**config.mk**
```make
export PLATFORM = sky130hd
export DESIGN_NAME = hud_digit_renderer
export DESIGN_NICKNAME = d
export VERILOG_FILES = /design/src/rtl/hud_digit_renderer.sv
export SDC_FILE = /design/constraint.sdc
export NUM_CORES = 1
export LEC_CHECK = 0
export ABC_AREA = 1
export BUFFER_PORTS_ARGS = -buffer_cell sky130_fd_sc_hd__buf_4
export CORE_MARGIN = 1
export CORE_UTILIZATION = 63
export CTS_BUF_LIST = sky130_fd_sc_hd__clkbuf_4 sky130_fd_sc_hd__clkbuf_8
export DETAILED_ROUTE_END_ITERATION = 8
export HOLD_SLACK_MARGIN = 0.12
export PLACE_DENSITY = 0.83
export SLEW_MARGIN = 0
export SYNTH_ARGS = -nofsm -noshare
export SYNTH_HDL_FRONTEND = slang
export SYNTH_SLANG_ARGS = --single-unit
```
**constraint.sdc**
```tcl
create_clock -name clk -period 3.7 [get_ports clk]
set_input_delay 0.555 -clock clk [delete_from_list [all_inputs] [get_ports clk]]
set_output_delay 0.555 -clock clk [all_outputs]
set_load 0.005 [all_outputs]
```
**src/rtl/hud_digit_renderer.sv**
```systemverilog
// hud_digit_renderer: per-frame double-dabble of score/fuel, drawn as scaled 8x8 digit glyphs
module hud_digit_renderer #(
  parameter int SCORE_X = 549,
  parameter int SCORE_Y = 85,
  parameter int FUEL_X = 549,
  parameter int FUEL_Y = 150,
  parameter int SCALE = 2,
  parameter logic [7:0] FG_COLOR = 8'hff,
  parameter logic [7:0] MASK_VALUE = 8'h62
) (
  input  logic        clk,
  input  logic        reset,
  input  logic        frame_start,
  input  logic [10:0] requested_x,
  input  logic [10:0] requested_y,
  input  logic [13:0] score_val,
  input  logic [13:0] fuel_val,
  output logic [7:0]  output_color,
  output logic        conv_busy,
  output logic        fuel_empty
);
  typedef enum logic [1:0] {IDLE, SHIFT_SCORE, SHIFT_FUEL, COMMIT} state_t;
  localparam logic [10:0] CELL = 11'(8 * SCALE);
  localparam logic [10:0] SC = 11'(SCALE);
  localparam logic [10:0] SX0 = 11'(SCORE_X);
  localparam logic [10:0] SX1 = 11'(SCORE_X + 5 * 8 * SCALE);
  localparam logic [10:0] SY0 = 11'(SCORE_Y);
  localparam logic [10:0] SY1 = 11'(SCORE_Y + 8 * SCALE);
  localparam logic [10:0] FX0 = 11'(FUEL_X);
  localparam logic [10:0] FX1 = 11'(FUEL_X + 3 * 8 * SCALE);
  localparam logic [10:0] FY0 = 11'(FUEL_Y);
  localparam logic [10:0] FY1 = 11'(FUEL_Y + 8 * SCALE);
  state_t state;
  logic [13:0] s_bin, f_bin;
  logic [19:0] s_bcd, s_adj, s_disp, s_sh;
  logic [11:0] f_bcd, f_adj, f_disp, f_sh;
  logic [3:0] cnt;
  logic [10:0] sx, sy, fx, fy;
  logic [2:0] si;
  logic [1:0] fi;
  logic in_s, in_f, s_on, f_on;
  function automatic logic glyph(input logic [3:0] d, input logic [2:0] r, input logic [2:0] c);
    logic [63:0] f;
    case (d)
      4'd0: f = 64'h3C666E7666663C00;
      4'd1: f = 64'h1838181818187E00;
      4'd2: f = 64'h3C66060C30607E00;
      4'd3: f = 64'h3C66061C06663C00;
      4'd4: f = 64'h0C1C3C6C7E0C0C00;
      4'd5: f = 64'h7E607C0606663C00;
      4'd6: f = 64'h3C66607C66663C00;
      4'd7: f = 64'h7E660C1818181800;
      4'd8: f = 64'h3C66663C66663C00;
      default: f = 64'h3C66663E06663C00;
    endcase
    return f[{~r, ~c}];
  endfunction
  for (genvar i = 0; i < 5; i++) begin : g_s
    assign s_adj[4*i +: 4] = s_bcd[4*i +: 4] >= 4'd5 ? s_bcd[4*i +: 4] + 4'd3 : s_bcd[4*i +: 4];
  end
  for (genvar i = 0; i < 3; i++) begin : g_f
    assign f_adj[4*i +: 4] = f_bcd[4*i +: 4] >= 4'd5 ? f_bcd[4*i +: 4] + 4'd3 : f_bcd[4*i +: 4];
  end
  // conversion sequencer: latch, 14 score shifts, 14 fuel shifts, atomic commit
  always_ff @(posedge clk or posedge reset)
    if (reset) begin
      state <= IDLE;
      s_bin <= '0;
      f_bin <= '0;
      s_bcd <= '0;
      f_bcd <= '0;
      s_disp <= '0;
      f_disp <= '0;
      cnt <= '0;
      conv_busy <= 1'b0;
      fuel_empty <= 1'b0;
    end else begin
      case (state)
        IDLE: if (frame_start) begin
          s_bin <= score_val;
          f_bin <= fuel_val > 14'd999 ? 14'd999 : fuel_val;
          s_bcd <= '0;
          f_bcd <= '0;
          cnt <= '0;
          conv_busy <= 1'b1;
          state <= SHIFT_SCORE;
        end
        SHIFT_SCORE: begin
          {s_bcd, s_bin} <= {s_adj, s_bin} << 1;
          cnt <= cnt == 4'd13 ? 4'd0 : cnt + 4'd1;
          if (cnt == 4'd13) state <= SHIFT_FUEL;
        end
        SHIFT_FUEL: begin
          {f_bcd, f_bin} <= {f_adj, f_bin} << 1;
          cnt <= cnt == 4'd13 ? 4'd0 : cnt + 4'd1;
          if (cnt == 4'd13) state <= COMMIT;
        end
        default: begin
          s_disp <= s_bcd;
          f_disp <= f_bcd;
          fuel_empty <= f_bcd == 12'd0;
          conv_busy <= 1'b0;
          state <= IDLE;
        end
      endcase
    end
  // box hit test, cell/glyph addressing and leading-zero blanking
  always_comb begin
    in_s = requested_x >= SX0 && requested_x < SX1 && requested_y >= SY0 && requested_y < SY1;
    in_f = requested_x >= FX0 && requested_x < FX1 && requested_y >= FY0 && requested_y < FY1;
    sx = in_s ? requested_x - SX0 : 11'd0;
    sy = in_s ? requested_y - SY0 : 11'd0;
    fx = in_f ? requested_x - FX0 : 11'd0;
    fy = in_f ? requested_y - FY0 : 11'd0;
    si = 3'(sx / CELL);
    fi = 2'(fx / CELL);
    s_sh = s_disp >> {3'd4 - si, 2'b00};
    f_sh = f_disp >> {2'd2 - fi, 2'b00};
    s_on = !(si != 3'd4 && s_sh == 20'd0) && glyph(s_sh[3:0], 3'((sy % CELL) / SC), 3'((sx % CELL) / SC));
    f_on = !(fi != 2'd2 && f_sh == 12'd0) && glyph(f_sh[3:0], 3'((fy % CELL) / SC), 3'((fx % CELL) / SC));
  end
  // registered pixel colour, score box wins on overlap
  always_ff @(posedge clk or posedge reset)
    if (reset) output_color <= MASK_VALUE;
    else output_color <= (in_s ? s_on : in_f && f_on) ? FG_COLOR : MASK_VALUE;
endmodule
```
Word level (Yosys, flattened, before mapping)
Memories as Yosys holds them, arrays and structs flattened.
Cells that the tools add are included.
- shifts and indexed selects: 2
- magnitude comparators: 18
- reductions and logical operators: 27
- bitwise logic cells: 5
- add/subtract/negate cells: 14
- mux-type cells: 36
- eq/ne operators: 8
- operators with widths (operator ; number):
    $pmux 14 s2 ; 2
    $mux 14 ; 3
    $mux 4 ; 10
    $pmux 20 s2 ; 1
    $ge 4x3->1 const B ; 8
    $add 4x2->4 const B ; 6
    $logic_not 12->1 ; 2
    $pmux 12 s2 ; 1
    $lt 11x10->1 const B ; 2
    $logic_not 20->1 ; 1
    $mux 20 ; 1
    $shr 20x5->20 ; 1
    $gt 14x10->1 const B ; 1
    $lt 6x7->1 const B ; 2
    $bmux 1 s6 ; 2
    $mux 12 ; 1
    $not 3->3 ; 4
    $shr 12x4->12 ; 1
    $ge 11x10->1 const B ; 1
    $ge 11x7->1 const B ; 1
    $ge 11x8->1 const B ; 1
    $logic_and 1x1->1 ; 11
    $lt 11x7->1 const B ; 1
    $lt 11x8->1 const B ; 1
    28 further kinds ; 45
- bits in read-only memories: 1280
- input bits: 53
- register bits: 108
- memories kept: 2
- word-level logic and storage cells: 123
- output and inout bits: 10
- memory list (name ; words ; width ; read ports ; clocked after memory_dff ; wr ports ; line ; text):
    (name not given) ; 16 ; 40 ; 1 ; 0 ; 0 ; 44 ; case (d)
    (name not given) ; 16 ; 40 ; 1 ; 0 ; 0 ; 44 ;

Logic depth before layout (Yosys ltp)
- depth in word-level cells: 14
- depth in mapped cells: 31
- gate-level depth less buffers: 31

Least setup slack after synthesis
OpenSTA, ideal clock, no wires.
- path kind: input to register
- start point: input port requested_y[1]
- end point: register output_color[4]
- setup time: 0.065 ns
- setup slack: 0.217 ns
- buffers on the path: 0
- data arrival time: 3.418 ns
- stages: 28
- required time: 3.635 ns
- cell sequence: ha_1 -> nor2_1 -> nand2_1 -> nand2_1 -> nand4_1 -> nor2_2 -> nand2_2 -> inv_4 -> nand2_4 -> ha_1 -> nor2_1 -> nand2_1 -> nand2_1 -> a21oi_2 -> inv_1 -> ha_1 -> nand3b_1 -> nand2_1 -> nor2_1 -> o21ai_0 -> nand2_1 -> nand2_1 -> nand2_1 -> nand2_1 -> nand3_1 -> nand2_1 -> nand2_1 -> nand2_1
- longest elaborated chain between the ends: 13
- elaborated cells between the ends (all ways): 41
- those cells by class: add/sub (4); order compare (4); eq/ne (2); shift (2); mux (10); bitwise (4); reduce/logical (13); memory (2)
- ends and longest elaborated chain (element ; line ; text):
    start: declaration ; 15 ; input logic [10:0] requested_y,
    branches (longest 11 deep; another with $mem_v2 16x40) ; -- ;
    $mux 1 (*) ; 125 ; else output_color <= (in_s ? s_on : in_f && f_on) ? FG_COLOR : MASK_VALUE;
    $mux 8 (*) ; 125 ;
    end signal: assignment ; 125 ;
    end: declaration ; 18 ; output logic [7:0] output_color,
Mark *: on every way between the ends. The select of a mux whose other input is x is not followed.
A chain may end at the register's enable or synchronous reset.

Worst setup path after layout
- start point: input port requested_y[2]
- end point: register output_color[4]
Same word-level chain as after synthesis.

==> results.cfg <==
[critical_path]
cp_slowest_stage_delay_ps = 220
critPathKind = in -> reg
crit_path_frequent_cell = nand2_1
crit_slowest_cell = ha_4
path_max_fanout = 5
arrival_ps = 3700
start_kind = input port
end_kind = flop
required_ps = 3980

[hold_path]
hp-class = in -> async

[synthesis]
ys.flop_type = dfrtp_1
ys_seq_area_share_pct = 33.1
ys_ff_latch = 101
synth_top_area_cell = dfrtp_1
ys_warn_count = 0
synth_edf_count = 0
synth_top_area_share_pct = 33.1
syn_area_sq_um = 7640
synthArstFlopShare_pct = 100
synth_cell_types = 50
ys_top_cells_by_area = dfrtp_1, nand2_1, inv_1
postSynthAreaPerCell_sq_um = 6.80
syn_inst = 1125

[place]
place_ws_ps = -144
port_buffers = 59
dpl.hpwl_mm = 14.1
place.gp.congestion = 0.953
place_inst = 1357

[global_routing]
grt_max_degree = 80
grt_pass1_vias = 7291
grt_remaining_overflow = 0
grt_pass1_wl_mm = 32.1
antenna_found_initial = 0
grtUsageTotal_pct = 31.0

[pwr]
leakagePower_nw = 4.41
vdd_ir_drop_max_mv = 0.646
power.density_nw_per_um2 = 602

[run_status]
outcome = complete, but fails checks
violations = design-rule violations

[layout]
drive_gt1_share_pct = 16.1
area_growth_pct = 15.6
multi_input_area_sq_um = 4420
regArea_sq_um = 2530
fillers = 941
instances_no_fill = 1372
diodes = 0
final_nets = 1323

[timing]
hold_viol_final = 0
worstMarginPinSlew_ps = 979
max_slew_margin_pct = 34.7
slew_viol_final = 0
final-setup-viol-count = 0
skew_ps = 15.5
period_minus_slack_ps = 3420
max_freq_ghz = 0.292
setup_ws_ps = 280
finalCritPeriodShare_pct = 92.4

[die]
fp.dieW_um = 112
start_util_pct = 65.8
core-area_sq_um = 11600
fp.dieArea_sq_um = 12600
die_h_um = 112
io_pins = 63
fp-row-count = 39

[cts]
cts_hold_buffers = 0
cts.sinks = 101
root_buffer = clkbuf_8
clk_latency_ps = 380
cts_tree = yes
numCtsBuffers = 9
clk_path_buf_depth = 2
cts.htree.levels = 3
clk_pin_slew_ps = 100
cts_setup_buffers = 0

[routing]
wirelength_mm = 18.5
post_drt_wl_per_cell_um = 13.5
vias = 7614
dr.first_iter.drc_count = 725
first_pass_iters = 8
post-route-drc-count = 6
drtAntennaViolNets = 0
avgViaCountPerCell = 5.55

[run]
maxCapViolCount = 0
-- power by group --
group	internal [mW]	switching (mW)	total (mW)
logic	1.01	1.74	2.74
registers	1.53	0.276	1.80
clock network	0.402	0.369	0.771
-- logic make-up after synthesis --
logic type / count (synthesis) / synth area share, %
adders and majority gates: 45 / 7.36
and+or+nand+nor: 573 / 32.9
buffers and inverters: 190 / 10.1
other: 1 / 0.0491
xor gates and xnor gates: 6 / 0.687
AOI/OAI and AO/OA: 209 / 15.8
DFF: 101 / 33.1
-- state kept, by name (all words and copies together) (netlist names) --
name          count
f_disp           12
state             2
f_bcd            12
s_disp           20
cnt               4
s_bcd            20
output_color      1
f_bin            14
fuel_empty        1
s_bin            14
conv_busy         1
-- synthesized netlist by cell type (7+ instances only) --
cell and number:
nand2_1 299, inv_1 152, nor2_1 106, nand3_1 103
dfrtp_1 101, o21ai_0 97, ha_1 45, a21oi_1 40
o22ai_1 23, clkbuf_1 20, a31oi_1 17, nand4_1 14
nand2_2 12, or2_2 9, buf_4 7, nor2_4 7
-- area by class of cell --
class	count	share of cell area, %
Clock inverter	4	0.821
Multi-Input combinational cell	836	50.0
Inverter	156	6.68
Tap cell	143	2.02
Timing Repair Buffer	121	10.3
Clock buffer	11	1.64
Sequential cell	101	28.6
-- per-layer routing --
metal | GRT usage (%) | share of wire [%] | vias up
met5 | 0 | 0 | -
met4 | 13.8 | 3.5 | 0
met3 | 3.40 | 5.2 | 49
met2 | 53.2 | 47 | 282
met1 | 39.7 | 44 | 3419
li1 | - | - | 3864
-- worst max-delay path, delay by kind of cell --
kind | cells | cell delay [ps]
adder cells (fa/ha/maj) | 3 | 610
buffers and inverters | 5 | 450
AO/OA/AOI/OAI | 2 | 250
AND/OR/NAND/NOR | 20 | 1850
-- cells in the final DEF (no fill, tap or decap), drive strengths merged --
cell type | Yosys | routed
a21boi | 2 | 2
a21oi | 43 | 43
a31oi | 17 | 17
a41oi | 1 | 1
and3 | 1 | 1
buf | 14 | 121
bufinv | 0 | 2
clkbuf | 20 | 11
clkinv | 1 | 2
clkinvlp | 0 | 1
conb | 1 | 3
dfrtp | 101 | 101
ha | 45 | 45
inv | 155 | 155
nand2 | 314 | 314
nand3 | 106 | 106
nand3b | 2 | 2
nand4 | 15 | 15
nor2 | 118 | 118
nor3 | 4 | 4
nor4 | 3 | 3
o2111ai | 1 | 1
o211ai | 2 | 2
o21ai | 104 | 104
o21bai | 3 | 3
o221ai | 4 | 4
o22ai | 23 | 23
o2bb2ai | 2 | 2
o31ai | 4 | 4
o32ai | 1 | 1
o41ai | 2 | 2
or2 | 9 | 9
or4 | 1 | 1
xnor2 | 1 | 1
xor2 | 5 | 5
-- final timing paths --
path,from,end,slack [ps],depth (start not counted)
min in group clk,score_val[11],s_bin[11],440,3
setup reg to reg,state[0],f_bin[2],1050,9
max in group asynchronous,reset,f_bcd[2],2560,3
setup / recovery,requested_y[2],output_color[4],280,30
hold reg to reg,cnt[3],cnt[3],500,1
hold / removal,reset,state[1],400,2
-- metrics by stage --
stage / utilization [%] / hold WS [ps] / total power, mW / TNS, ps / cell area, sq um
4_1_cts: 75.5 / 437 / 5.26 / 0 / 8770
3_3_place_gp: 73.7 / 463 / 4.40 / -50.6 / 8550
3_5_place_dp: 73.7 / 467 / 4.48 / -144 / 8550
6_report: 76.1 / 398 / 5.32 / 0 / 8840
5_1_grt: 76.1 / 446 / 5.80 / -28.7 / 8840
2_1_floorplan: - / 439 / 3.74 / 0 / 7650
-- repair_timing --
action                                 CTS  global route
resized for setup                        0            14
setup endpoints to repair                0             1
endpoints found under the hold margin    0             0
No activity file was read; power rests on OpenSTA's default activity.
